**src/rtl/sdram_pkg.sv**
```systemverilog
`default_nettype none
// ============================================================================
// Module  : sdram_pkg
// Brief   : Shared SDRAM controller command/state encodings and arbiter states.
// Revision: 1.0 - initial release
// ============================================================================
package sdram_pkg;

  // Command encoding is {cs_n, ras_n, cas_n, we_n}
  typedef enum logic [3:0] {
    CMD_MRS   = 4'b0000,
    CMD_REF   = 4'b0001,
    CMD_PRE   = 4'b0010,
    CMD_ACT   = 4'b0011,
    CMD_WRITE = 4'b0100,
    CMD_READ  = 4'b0101,
    CMD_BST   = 4'b0110,
    CMD_NOP   = 4'b0111,
    CMD_DESL  = 4'b1111
  } sdram_cmd_e;

  typedef enum logic [2:0] {
    CTL_INIT      = 3'd0,
    CTL_IDLE      = 3'd1,
    CTL_ACTIVATE  = 3'd2,
    CTL_RW        = 3'd3,
    CTL_PRECHARGE = 3'd4,
    CTL_REFRESH   = 3'd5
  } sdram_ctl_state_e;

  typedef enum logic [1:0] {
    ARB_IDLE  = 2'd0,
    ARB_GRANT = 2'd1,
    ARB_BUSY  = 2'd2
  } arb_state_e;

  localparam logic ARB_PORT0 = 1'b0;
  localparam logic ARB_PORT1 = 1'b1;

endpackage
`default_nettype wire

```
**src/rtl/sdram_arb_sel.sv**
```systemverilog
`default_nettype none
// ============================================================================
// Module  : sdram_arb_sel
// Brief   : Two-input selector; prio names the port that wins a tie.
// Revision: 1.0 - initial release
// ============================================================================
module sdram_arb_sel
  import sdram_pkg::*;
(
  input  logic req0,
  input  logic req1,
  input  logic prio,
  output logic valid,
  output logic gnt
);

  always_comb begin
    valid = req0 | req1;
    if (req0 && req1) begin
      gnt = prio;
    end else if (req1) begin
      gnt = ARB_PORT1;
    end else begin
      gnt = ARB_PORT0;
    end
  end

endmodule
`default_nettype wire

```
**src/rtl/sdram_arbiter.sv**
```systemverilog
`default_nettype none
// ============================================================================
// Module  : sdram_arbiter
// Brief   : Two-port arbiter in front of an SDRAM controller core, one
//           transaction outstanding. Define SDRAM_ARB_RR_EN for round-robin,
//           otherwise port 0 has fixed priority.
// Revision: 1.0 - initial release
// ============================================================================
module sdram_arbiter
  import sdram_pkg::*;
#(
  parameter int DATA_WIDTH = 16,
  parameter int ADDR_WIDTH = 25,
  parameter int WORD_LEN   = DATA_WIDTH / 8
) (
  input  logic                  clk,
  input  logic                  rst,
  input  logic                  p0_rd,
  input  logic [WORD_LEN-1:0]   p0_wr,
  input  logic [ADDR_WIDTH-1:0] p0_addr,
  input  logic [DATA_WIDTH-1:0] p0_wdata,
  output logic                  p0_rdy,
  output logic                  p0_rvalid,
  output logic                  p0_wvalid,
  output logic [DATA_WIDTH-1:0] p0_rdata,
  input  logic                  p1_rd,
  input  logic [WORD_LEN-1:0]   p1_wr,
  input  logic [ADDR_WIDTH-1:0] p1_addr,
  input  logic [DATA_WIDTH-1:0] p1_wdata,
  output logic                  p1_rdy,
  output logic                  p1_rvalid,
  output logic                  p1_wvalid,
  output logic [DATA_WIDTH-1:0] p1_rdata,
  output logic                  m_rd,
  output logic [WORD_LEN-1:0]   m_wr,
  output logic [ADDR_WIDTH-1:0] m_addr,
  output logic [DATA_WIDTH-1:0] m_wdata,
  input  logic                  m_rdy,
  input  logic                  m_rvalid,
  input  logic                  m_wvalid,
  input  logic [DATA_WIDTH-1:0] m_rdata
);

  arb_state_e state_q, state_d;
  logic       owner_q, owner_d;
  logic       req0, req1, own_req;
  logic       sel_valid, sel_gnt, prio;

  assign req0    = p0_rd | (|p0_wr);
  assign req1    = p1_rd | (|p1_wr);
  assign own_req = (owner_q == ARB_PORT1) ? req1 : req0;

`ifdef SDRAM_ARB_RR_EN
  // Last granted port; resets to port 1 so that port 0 wins the first tie.
  logic last_q;

  always_ff @(posedge clk) begin
    if (rst) begin
      last_q <= ARB_PORT1;
    end else if (state_q == ARB_IDLE && sel_valid) begin
      last_q <= sel_gnt;
    end
  end

  assign prio = ~last_q;
`else
  assign prio = ARB_PORT0;
`endif

  sdram_arb_sel u_sel (
    .req0  (req0),
    .req1  (req1),
    .prio  (prio),
    .valid (sel_valid),
    .gnt   (sel_gnt)
  );

  always_ff @(posedge clk) begin
    if (rst) begin
      state_q <= ARB_IDLE;
      owner_q <= ARB_PORT0;
    end else begin
      state_q <= state_d;
      owner_q <= owner_d;
    end
  end

  always_comb begin
    state_d   = state_q;
    owner_d   = owner_q;
    m_rd      = 1'b0;
    m_wr      = '0;
    m_addr    = '0;
    m_wdata   = '0;
    p0_rdy    = 1'b0;
    p1_rdy    = 1'b0;
    p0_rvalid = 1'b0;
    p0_wvalid = 1'b0;
    p0_rdata  = '0;
    p1_rvalid = 1'b0;
    p1_wvalid = 1'b0;
    p1_rdata  = '0;

    // Outputs are forced quiet for the whole reset cycle, whatever the state.
    if (!rst) begin
      case (state_q)
        ARB_IDLE: begin
          if (sel_valid) begin
            state_d = ARB_GRANT;
            owner_d = sel_gnt;
          end
        end
        ARB_GRANT: begin
          if (!own_req) begin
            state_d = ARB_IDLE;
          end else begin
            if (owner_q == ARB_PORT1) begin
              m_rd    = p1_rd;
              m_wr    = p1_wr;
              m_addr  = p1_addr;
              m_wdata = p1_wdata;
              p1_rdy  = m_rdy;
            end else begin
              m_rd    = p0_rd;
              m_wr    = p0_wr;
              m_addr  = p0_addr;
              m_wdata = p0_wdata;
              p0_rdy  = m_rdy;
            end
            if (m_rdy) begin
              state_d = ARB_BUSY;
            end
          end
        end
        ARB_BUSY: begin
          if (owner_q == ARB_PORT1) begin
            p1_rvalid = m_rvalid;
            p1_wvalid = m_wvalid;
            p1_rdata  = m_rvalid ? m_rdata : '0;
          end else begin
            p0_rvalid = m_rvalid;
            p0_wvalid = m_wvalid;
            p0_rdata  = m_rvalid ? m_rdata : '0;
          end
          if (m_rvalid || m_wvalid) begin
            state_d = ARB_IDLE;
          end
        end
        default: begin
          state_d = ARB_IDLE;
        end
      endcase
    end
  end

endmodule
`default_nettype wire
```
**config.mk**
```make
export PLATFORM = sky130hd
export DESIGN_NAME = sdram_arbiter
export DESIGN_NICKNAME = d
export VERILOG_FILES = /design/src/rtl/sdram_pkg.sv /design/src/rtl/sdram_arb_sel.sv /design/src/rtl/sdram_arbiter.sv
export SDC_FILE = /design/constraint.sdc
export NUM_CORES = 1
export LEC_CHECK = 0
export ABC_AREA = 1
export CORE_UTILIZATION = 22
export DETAILED_ROUTE_END_ITERATION = 6
export GPL_TIMING_DRIVEN = 0
export PLACE_DENSITY_LB_ADDON = 0.08
export SYNTH_ARGS = -nofsm -noshare
export SYNTH_HDL_FRONTEND = slang
export SYNTH_SLANG_ARGS = --single-unit
```
**constraint.sdc**
```tcl
create_clock -name clk -period 1.2 [get_ports clk]
set_input_delay 0.24 -clock clk [delete_from_list [all_inputs] [get_ports clk]]
set_output_delay 0.24 -clock clk [all_outputs]
set_load 0.01 [all_outputs]
```
==> results.cfg, run 1 <==
[status]
run_status = finished, violations left
violations = setup timing

[clock_network]
tritoncts = done
worstSkewPairLatency_ps = 210
cts-htree-levels = 1
clkTransAtPathRegs_ps = 30
cts.root.buffer_cell = clkbuf_8
cts_inserted_buffers = 3
clock-sinks = 3
clockBufferDepth = 2
cts_hold_repair.buffers = 0

[sta]
post-route-min-period_ps = 1780
report.final.hold_viol_count = 0
transition_time_at_the_pin_with_the_least_slew_margin_ps = 275
achievable-frequency_mhz = 562
unrepaired_setup_endpoints_after_global_routing = true
finalMaxSlewViolations = 0
fin_skew_ps = 2.04
post-route-worst-setup-slack_ps = -579
final_min_period_over_clock_period_pct = 148
timing.final.setup_violations = 83
slew_headroom_pct = 81.7
final.hold.worst_slack_ps = 370

[yosys]
synth_area_per_cell_sq_um = 5.45
synth_most_common_cell = nand3_1
synth-edff-count = 0
synthXorXnorAreaFrac_pct = 0
post_synth_fa_ha_maj_area_fraction_pct = 0
synth_top_cell_area_share_pct = 32.5
synth_sequential_area_ratio_pct = 4.48
synth_nets = 355
ys_seq_elements = 3
synth_compound_gate_area_share_pct = 21.1
post_synthesis_instance_area_sq_um = 1340
post_synth_num_cell_types = 23
top_cell_types_by_occurrence_after_synthesis = nand3_1 (87), nor2_1 (38), a21oi_1 (35)
synthSimpleGateAreaFrac_pct = 54.4
ys.warnings.count = 0
synthArstFlopShare_pct = 0
synth.largest_area_cell = nand3_1
ys.flop_type = dfxtp_1
combinational_family_with_the_most_area_after_synthesis = simple AND/OR/NAND/NOR gates
yosys-top-cells-area = nand3_1 (32%), a21oi_1 (13%), nor2_1 (11%)
yosys-mux-area-fraction_pct = 0
syn_inst = 246

[power]
power_leakage_nw = 1.90
post-layout-total-power_mw = 2.13
power-per-cell-area_nw_per_um2 = 468
vdd_ir_drop_max_uv = 320

[detailed_routing]
route.detailed.wl_per_inst_um = 16.4
drt_first_iter_violations = 74
mean_number_of_vias_per_cell = 4.89
firstDrtPassIters = 4
drc_errors = 0
routed_wl_um = 9240
total_number_of_vias = 2759
final_antenna_net_count = 0

[floorplan]
core-area_sq_um = 5890
initial_utilization_pct = 22.8
die_width_um = 80.1
fp.dieH_um = 80.1
die-area_sq_um = 6410
io-pin-count = 191
rows = 28

[critical_path]
timing.critical_path.depth = 8
worst_setup_sp_type = register
worst-path-max-fanout = 5
crit_family = buffers and inverters
req_time_crit_path_ps = 960
worst_path_largest_cell_delay_ps = 410
rr_worst_depth = 7
criticalPathCategory = reg2out
critical_path.cell_chain = inv_8 -> nand3_4 -> nand3_4 -> buf_12 -> buf_16 -> buf_6 -> a21oi_4 -> buf_6
buffers_inverters_on_critical_path = 5
worstSetupEndpointType = primary output
arrival_ps = 1540
critical_path.slowest_cell = dfxtp_4

[global_routing]
grt_start_max_net_pins = 11
first_pass_grt_wire_length_um = 12300
globalRouteTotalUtil_pct = 24.0
grt_remaining_overflow = 0
antenna_violations_before_repair = 0
first_global_vias = 2611

[final_layout]
nNetsFinal = 599
layout-drive-gt1-share_pct = 56.9
antenna_cells = 0
area_added_between_synthesis_and_finish_pct = 239
fill_cells = 416

[hold_path]
min_delay_path_depth = 2
min_path_type = in2reg

[placed_design]
routabilityCongestion = 0.769
io_buffers = 190
dp_hpwl_um = 5700

[flow_run]
max_cap_violations = 0
## cell type report
class                      count  area (sq um)  area share (%)
timing repair buffer         239          2310            50.6
inverter                      28           118            2.58
multi-input combinational    191          1620            35.5
clock buffer                   4          45.0           0.989
buffer                        24           302            6.62
tap                           75          93.8            2.06
sequential                     3          71.3            1.57
## per-stage QoR
| stage | cell area, sq um | util [%] | setup TNS, ps | std cells | setup slack, ps |
|---|---|---|---|---|---|
| after floorplan | 1680 | - | -1150 | 246 | -33.5 |
| after global placement | 3670 | 62.4 | -84380 | 511 | -1260 |
| after detailed placement | 3670 | 62.4 | -86180 | 511 | -1280 |
| after CTS | 4200 | 71.4 | -34130 | 552 | -546 |
| after global routing | 4550 | 77.4 | -41490 | 564 | -623 |
| final | 4550 | 77.4 | -37180 | 564 | -579 |
## report_power, final
part / leakage [nW] / switching [mW] / internal, mW
registers: 0.0267 / 0.0183 / 0.109
clock network: 0.0228 / 0.0608 / 0.226
logic: 1.85 / 0.750 / 0.964
total: 1.90 / 0.829 / 1.30
## cell families after synthesis
kind of cell | after synthesis
compound gates | 48
buf+inv | 52
flops | 3
simple gates | 143
## metal layers
layer	vias up	track usage [%]	part of all wire (%)
li1	1332	-	-
met2	145	44.8	52
met5	-	0	0
met1	1266	26.9	39
met3	16	4.43	7.0
met4	0	8.21	2.0
## path summary, 6_finish.rpt
check | from | endpoint | slack, ps
worst min register to register | state_q[0]$_SDFFE_PP0P_ | state_q[0]$_SDFFE_PP0P_ | 620
worst max register to register | state_q[0]$_SDFFE_PP0P_ | state_q[1]$_SDFFE_PP0P_ | -20
worst min-delay path | rst | state_q[1]$_SDFFE_PP0P_ | 370
worst max-delay path | owner_q$_SDFFE_PP0P_ | m_wr[0] | -580
## cell usage in the layout (no fill, tap or decap)
cell type	instances
nor2_4	17
nor2_2	16
nor2_1	8
clkdlybuf4s15_2	1
nand4_1	2
buf_16	2
dlygate4sd2_1	7
a21oi_1	3
buf_12	6
nand2_1	6
inv_1	20
inv_8	1
buf_2	52
o22ai_1	1
inv_2	5
nand3_1	60
buf_8	13
clkbuf_16	4
nor3_1	1
clkbuf_2	2
o21ai_0	1
nand4_4	2
clkdlybuf4s50_1	100
nor3b_1	1
inv_4	2
clkbuf_1	1
buf_6	46
a21oi_4	19
nand3_4	8
nor3_2	1
clkbuf_8	3
buf_4	28
bufbuf_16	2
a21oi_2	24
nand3_2	21
dfxtp_4	3
## sequential cells by signal, indices dropped and copies added (netlist names)
register / count
owner_q: 1
state_q: 2
## repair_timing
action                     CTS  global route
hold endpoints to repair     0             0
resized for setup          429            71
setup buffers               33             9
cloned                       4             4
pin swaps                   11            13
setup endpoints to repair   84            83
Power figures use the tool's default switching activity.
==> inputs of run 2 (changes only) <==
CELL_PAD_IN_SITES_DETAIL_PLACEMENT = 1   (was not set)
CELL_PAD_IN_SITES_GLOBAL_PLACEMENT = 2   (was not set)
CORE_UTILIZATION = 10   (was 22)
PLACE_DENSITY_LB_ADDON = 0.1   (was 0.08)
==> results.cfg, run 2 (same netlist as run 1, synthesis figures left out) <==
[final_layout]
antenna_cells = 0
final_cell_mix = clkdlybuf4s50_1 (100), nand3_1 (85), buf_6 (59), buf_2 (42), nor2_4 (26)
sequential_cell_area_sq_um = 71.3
nNetsFinal = 590
design_area_sq_um = 4500
largest_register_ffs = 2
finish.cell_count_without_fillers = 652
layout-drive-gt1-share_pct = 52.3
most_common_cell_after_layout_fill_and_taps_aside = clkdlybuf4s50_1
regMostFlops = state_q
largest_registers = state_q: 2 flops, owner_q: 1 flops
fill_cells = 1552
multiInputGateArea_sq_um = 1510
area_added_between_synthesis_and_finish_pct = 235
final_util_pct = 35.1

[power]
power-per-cell-area_nw_per_um2 = 485
vdd_ir_drop_max_uv = 322
power_leakage_nw = 1.80

[placed_design]
io_buffers = 190
post-place-cells = 608
routabilityCongestion = 0.729
placed_area_sq_um = 3790
dp_hpwl_um = 7610

[sta]
report.final.hold_viol_count = 0
final.hold.worst_slack_ps = 261
setup_tns_ps = -36240
post-route-min-period_ps = 1690
post-route-worst-setup-slack_ps = -493
achievable-frequency_mhz = 591
final_min_period_over_clock_period_pct = 141
transition_time_at_the_pin_with_the_least_slew_margin_ps = 291
fin_skew_ps = 1.67
timing.final.setup_violations = 83
slew_headroom_pct = 80.6
unrepaired_setup_endpoints_after_global_routing = true
finalMaxSlewViolations = 0

[detailed_routing]
route.detailed.wl_per_inst_um = 15.6
total_number_of_vias = 2648
final_antenna_net_count = 0
firstDrtPassIters = 3
drc_errors = 0
drt_first_iter_violations = 33
routed_wl_um = 10200
mean_number_of_vias_per_cell = 4.06

[floorplan]
io-pin-count = 191
initial_utilization_pct = 10.5
fp.dieH_um = 118
rows = 41
die_width_um = 118
core-area_sq_um = 12800
die-area_sq_um = 13900

[critical_path]
worst_setup_sp_type = register
regToRegStartpoint = owner_q$_SDFFE_PP0P_
req_time_crit_path_ps = 960
reg2reg_setup_slack_ps = -450
criticalPathCategory = reg2out
arrival_ps = 1450
rr_worst_depth = 10
crit_path_start = state_q[1]$_SDFFE_PP0P_
worstSetupEndpointType = primary output
worst-path-max-fanout = 5
r2r-end = state_q[1]$_SDFFE_PP0P_
critPathCapture = p1_rdata[8]

[clock_network]
clkTransAtPathRegs_ps = 30
cts.root.buffer_cell = clkbuf_16
cts_hold_repair.buffers = 0
clockBufferDepth = 2
worstSkewPairLatency_ps = 220
cts-htree-levels = 1
tritoncts = done
clock-sinks = 3
cts_inserted_buffers = 3

[global_routing]
globalRouteTotalUtil_pct = 14.3
grt_start_max_net_pins = 11
first_pass_grt_wire_length_um = 15800
grt_remaining_overflow = 0
antenna_violations_before_repair = 0
first_global_vias = 2861

[flow_run]
max_cap_violations = 0

[status]
violations = setup timing
run_status = finished, violations left

[hold_path]
min_path_type = in2reg
-- run 2: cell count changes in the layout (fill, tap and decap cells not counted), moves of 3 or more --
cell      previous run  this run
buf_12               6         9
buf_2               52        42
buf_4               28        24
buf_6               46        59
buf_8               13         6
clkbuf_8             3         0
nand3_1             60        85
nand3_2             21         2
nand3_4              8         2
nor2_1               8         5
nor2_2              16        10
nor2_4              17        26
-- run 2: timing repair --
action                     CTS  global route
gates resized for setup    439            61
setup endpoints to repair   84            85
hold endpoints to repair     0             0
gates cloned                 5             0
setup buffers               37             4
pin swaps                   14            11
-- run 2: layout make-up --
type	count	area share (%)
Timing Repair Buffer	232	49.8
Tap cell	172	4.79
Sequential cell	3	1.59
Inverter	28	2.78
Clock buffer	4	1.75
Buffer	22	5.62
Multi-Input combinational cell	191	33.6
-- run 2: per-layer routing --
| layer | track usage (%) | up-vias | routed length, um |
|---|---|---|---|
| met5 | 0 | - | 0 |
| met4 | 2.08 | 0 | 60 |
| met1 | 16.3 | 1222 | 3950 |
| met3 | 3.78 | 4 | 767 |
| met2 | 26.6 | 111 | 5390 |
| li1 | - | 1311 | - |
-- run 2: critical path, stage by stage (launching register included) --
cell	delay, ps
dfxtp_4	360
inv_2	40
nor2_4	180
nand4_4	140
buf_6	170
buf_8	130
nor2_2	70
buf_2	130
-- run 2: how the worst min path moves through the flow --
stage | startpoint | to | cells past startpoint
2_1_floorplan | rst | state_q[0]$_SDFFE_PP0P_ | 1
3_3_place_gp | state_q[0]$_SDFFE_PP0P_ | state_q[1]$_SDFFE_PP0P_ | 3
3_5_place_dp | state_q[0]$_SDFFE_PP0P_ | state_q[1]$_SDFFE_PP0P_ | 3
4_1_cts | rst | state_q[1]$_SDFFE_PP0P_ | 2
5_1_grt | rst | state_q[0]$_SDFFE_PP0P_ | 2
6_report | rst | state_q[1]$_SDFFE_PP0P_ | 2
-- run 2: power by group --
group,leakage [nW],internal (mW),switching (mW),total (mW)
logic,1.73,0.831,0.696,1.53
clock network,0.0382,0.438,0.0894,0.528
registers,0.0267,0.109,0.0173,0.127
-- run 2: per-stage QoR --
| stage | total power [mW] | setup WS, ps |
|---|---|---|
| floorplan | 0.731 | -33.5 |
| global placement | 1.40 | -1420 |
| detailed placement | 1.41 | -1370 |
| CTS | 2.19 | -498 |
| global route | 2.32 | -571 |
| finish | 2.18 | -493 |
